File: src/rtl/register_file.sv
// RV32I integer register file: two combinational read ports and one synchronous write port.
// x0 reads as zero and cannot be written.
module register_file #(
  parameter int XLEN  = 32,
  parameter int NREGS = 32,
  parameter int AW    = 5
) (
  input  logic            clock,
  input  logic            reset,
  input  logic [AW-1:0]   rs1,
  input  logic [AW-1:0]   rs2,
  input  logic [AW-1:0]   rd,
  input  logic [XLEN-1:0] write_data,
  input  logic            write,
  output logic [XLEN-1:0] read_data1,
  output logic [XLEN-1:0] read_data2
);

  logic [XLEN-1:0] regs_q [NREGS];
  logic [NREGS-1:0] wr_en_d;

  // x0 is a constant; its enable is never raised, so it holds its reset value of zero.
  assign wr_en_d[0] = 1'b0;

  generate
    for (genvar gi = 1; gi < NREGS; gi++) begin : g_wr_en
      assign wr_en_d[gi] = write && (rd == AW'(gi));
    end
  endgenerate

  generate
    for (genvar gi = 0; gi < NREGS; gi++) begin : g_regs
      always_ff @(posedge clock or posedge reset) begin
        if (reset) begin
          regs_q[gi] <= '0;
        end else if (wr_en_d[gi]) begin
          regs_q[gi] <= write_data;
        end
      end
    end
  endgenerate

  // No write-to-read bypass: a pending write becomes visible only after the edge.
  assign read_data1 = (rs1 == '0) ? '0 : regs_q[rs1];
  assign read_data2 = (rs2 == '0) ? '0 : regs_q[rs2];

endmodule

File: config.mk
export PLATFORM = sky130hd
export DESIGN_NAME = register_file
export DESIGN_NICKNAME = d
export VERILOG_FILES = /design/src/rtl/register_file.sv
export SDC_FILE = /design/constraint.sdc
export NUM_CORES = 2
export LEC_CHECK = 0
export CORE_MARGIN = 2
export CORE_UTILIZATION = 45
export CTS_CLUSTER_DIAMETER = 120
export DETAILED_ROUTE_END_ITERATION = 12
export PLACE_DENSITY_LB_ADDON = 0.1
export SYNTH_ARGS = -nofsm -noshare
export SYNTH_HDL_FRONTEND = slang
export SYNTH_SLANG_ARGS = --single-unit
File: constraint.sdc
create_clock -name clock -period 93.4 [get_ports clock]
set_input_delay 18.68 -clock clock [delete_from_list [all_inputs] [get_ports clock]]
set_output_delay 18.68 -clock clock [all_outputs]
set_load 0.02 [all_outputs]
[Word level (Yosys, flattened, before mapping)]
Index checks and enable logic that the tools add are counted.
Widths: inputs -> output; s select.
Word-level totals
  bits in registers: 992
  latch bits: 0
  bits in writable memories: 0
  bits in read-only memories: 0
  input port bits: 50
  output and inout bits: 64
  logic and storage cells: 107
  memories: 0
Operators by class
  add/sub/neg operators: 0
  multipliers: 0
  divide/modulo/power cells: 0
  magnitude comparators: 2
  equal/unequal tests: 31
  shifts and indexed selects: 0
  mux-type cells: 8
  bitwise operators: 2
  reduce and logical (&&, ||, !) cells: 33
Operators by type and width (number)
  $bmux 32 s5: 2
  $mux 32: 6
  $eq 5x5->1 const B: 16
  $eq 5x4->1 const B: 8
  $logic_and 1x1->1: 31
  $eq 5x3->1 const B: 4
  $ge 6x6->1 const B: 2
  $not 5->6: 2
  $eq 5x2->1 const B: 2
  $logic_not 5->1: 2
  $eq 5x1->1 const B: 1

[Logic depth before layout (Yosys ltp)]
  depth after elaboration: 5
  mapped depth: 9
  mapped depth without buffers: 5

[Least setup slack after synthesis]
No wires, ideal clock.
  path kind: input to output
  start point: in rs2[0]
  end point: out read_data2[22]
  arrival time: 20376 ps
  required time: 74720 ps
  slack: 54344 ps
  stages: 8
  path buffers: 3
  cell sequence: buf_4 > buf_4 > buf_2 > mux4_2 > nand2_1 > nand2_1 > o211ai_1 > o21ai_0
On the way
  word-level cells in the longest chain between the ends: 5
  elaborated cells on any way between the ends: 6
  classes of those cells: mux: 4; bitwise: 1; reduce/logical: 1
Ends and longest elaborated chain
  start, declared: line 11  | input logic [AW-1:0] rs2,
  $not 5->6 (implied by the code): line 45  | assign read_data2 = (rs2 == '0) ? '0 : regs_q[rs2];
  $bmux 32 s5: line 45
  $mux 32 (implied by the code) (2 in series): line 45
  $mux 32 (*): line 45
  end, declared: line 16  | output logic [XLEN-1:0] read_data2
Mark *: on every way between the ends. The rest lies on a longest branch, timed or not. The select of a mux whose other input is x is not followed.

[Worst setup path in the final report]
  start point: in rs1[1]
  end point: out read_data1[15]
On the way
  word-level cells in the longest chain between the ends: 5
  elaborated cells on any way between the ends: 6
  classes of those cells: mux: 4; bitwise: 1; reduce/logical: 1
Ends and longest elaborated chain
  start, declared: line 10  | input logic [AW-1:0] rs1,
  $not 5->6 (implied by the code): line 44  | assign read_data1 = (rs1 == '0) ? '0 : regs_q[rs1];
  $bmux 32 s5: line 44
  $mux 32 (implied by the code) (2 in series): line 44
  $mux 32 (*): line 44
  end, declared: line 15  | output logic [XLEN-1:0] read_data1,
Marked as above.

==> out/metrics.yaml <==
power_and_ir_drop:
  powerDensity_mw_per_mm2: 22.2
  power_leakage_nw: 25.6
  vdd_ir_drop_max_v: 0.0000150
sta:
  period_share: 0.444
  slew_headroom: 0.162
  finClkSkew_ps: 0
  min_period_ps: 41440
  slew_viol_final: 0
  final_hold_viol_count: 0
  setup_viol: 0
  rsz0062_at_grt: "false"
  max_freq_ghz: 0.0241
  worst_slack_ps: 51960
  tightest_slew_ps: 1250
  fin_tns_setup_ps: 0
die:
  die_h_um: 349
  die_w_um: 349
  start_util: 0.454
  design.core.area_mm2: 0.118
  rows: 126
  ios: 114
  die-area_mm2: 0.122
synth:
  synth_xor_xnor_area_share: 0
  syn_inst: 3777
  synthAdderAreaFrac: 0
  yosys.area_share.simple: 0.0376
  ys_types: 43
  synth_area_per_cell_um2: 14.2
  synth_top_family_by_area: "multiplexers"
  syn_nets: 3827
  synthArstFlopShare: 1.00
  synthesis.area_mm2: 0.0535
  synth.area.mux_share: 0.424
  synth_edf_count: 0
  ys_ff_latch: 992
  yosys_warnings: 0
  synth_compound_area_frac: 0.0391
  synth_flop_cell: "dfrtp_1"
  synth_seq_area_share: 0.464
cts:
  htreeDepth: 3
  insertion_delay_ps: 700
  clkSlewWorstSetupHoldPaths_ps: 60
  cts_resized: 0
  hold_buffers: 0
  cts_sinks: 992
  cts_tree: "yes"
  cts-root-buf: "clkbuf_16"
  cts_max_path_buffers: 3
  cts_buffers: 112
  postCtsSetupBuffers: 0
cells_and_area:
  largest_registers: "regs_q x992"
  stdcell_area_mm2: 0.0594
  top_register: "regs_q"
  fill_cells: 9945
  syn2layout_area_growth_pct: 11.1
  drive_gt1_frac: 0.464
  largest_reg_flops: 992
  final_common_cell: "mux2_2"
  layout_common_cells: "mux2_2 (1042), dfrtp_1 (992), mux4_2 (398)"
  nNetsFinal: 3731
placement:
  dp_slack_ps: 51960
  gp_congestion: 0.822
  place.port_buffers: 113
  dp_hpwl_um: 98800
  placed_cell_area_mm2: 0.0555
drt:
  wl_met3_um: 10700
  highest-signal-layer: "met4"
  vias: 35000
  drt_pass1_iterations: 7
  wl_met2_um: 84300
  post_drt_wl_per_cell_um: 33.1
  drc: 0
  final_antenna_net_count: 0
  totalWireLength_um: 176000
  via_per_inst: 6.59
  drtIter0Drc: 3297
  drt-met1-wl_um: 75100
grt:
  grt_max_degree: 160
  grt_pass1_wl_um: 260000
  grt_pass1_vias: 37000
  gr-total-overflow: 0
  grt.total_usage: 0.291
  antenna_found_initial: 6
run:
  maxCapViolCount: 0
worst_setup_path:
  crit_path_max_incr_delay_ps: 770
  critPathMaxFanout: 68
  end_kind: "output port"
  required_ps: 74720
  crit_top_cell: "buf_4"
  path_class: "in2out"
  crit_chain: "buf_8 > buf_4 > nor3_1 > or3_1 > buf_4 > o32a_1 > o221ai_1 > clkdlybuf4s50_1"
  worstPathArrival_ps: 22760
  start_kind: "input pin"
  path_buf_inv: 4
  critical_path.top_delay_family: "buffers and inverters"
  slowest_stage: "buf_4"
outcome:
  run_status: "completed"
min_path:
  worstHoldPathType: "reg2reg"
cell families after synthesis:
logic type / after synthesis
flops: 992
buf+inv: 409
mux: 1637
compound gates: 302
simple gates: 437
worst paths after layout:
check / slack [ps] / endpoint / cells after the start / startpoint
max reg2reg: 92590 / regs_q[619] / 1 / regs_q[619]
max: 51960 / read_data1[15] / 8 / rs1[1]
min reg2reg: 520 / regs_q[612] / 1 / regs_q[612]
max in group asynchronous: 70710 / regs_q[463] / 6 / reset
min: 520 / regs_q[612] / 1 / regs_q[612]
min in group asynchronous: 18540 / regs_q[506] / 2 / reset
layout make-up:
class	instances	area, um^2	area share
Multi-Input combinational cell	2376	27000	0.454
Sequential cell	992	24800	0.418
Clock buffer	164	3290	0.0554
Tap cell	1536	1920	0.0323
Timing Repair Buffer	190	1760	0.0297
Clock inverter	41	572	0.00962
Inverter	9	43.8	0.000737
Antenna cell	4	10.0	0.000168
power breakdown:
part	internal, W	switching [W]
Sequential	0.000514	0.0000645
Combinational	0.000159	0.000116
Clock	0.000281	0.000185
metrics by stage:
stage          total power (W)  instances   util  hold slack [ps]
2_1_floorplan         0.000776       3777      -              477
3_3_place_gp          0.000842       5103  0.471              497
3_5_place_dp          0.000858       5103  0.471              507
4_1_cts                0.00133       5308  0.504              520
5_1_grt                0.00138       5312  0.504              537
6_report               0.00132       5312  0.504              522
synthesized netlist by cell type, types with 12 or more instances:
library cell  count  area, um^2
nor2b_1          66         413
nand2_1         192         721
nor3_1           45         225
buf_6            12         135
nor2_1           60         225
buf_2           126         631
buf_1            47         176
mux2_2         1042       11700
o211ai_1         31         233
mux4_2          398        8960
a221oi_1         53         464
o21ai_0          35         175
nand3_1          39         195
clkbuf_1        192         721
a21oi_1         101         505
dfrtp_1         992       24800
a22oi_1          27         203
o221ai_1         16         140
mux2i_1         184        1840
buf_4            23         173
o32a_1           16         160
per-layer routing:
metal | vias to the layer above | global-route usage
li1 | 14200 | -
met1 | 19200 | 0.399
met2 | 1351 | 0.473
met3 | 312 | 0.0421
met4 | 0 | 0.106
met5 | - | 0
(Power assumes the default switching activity.)
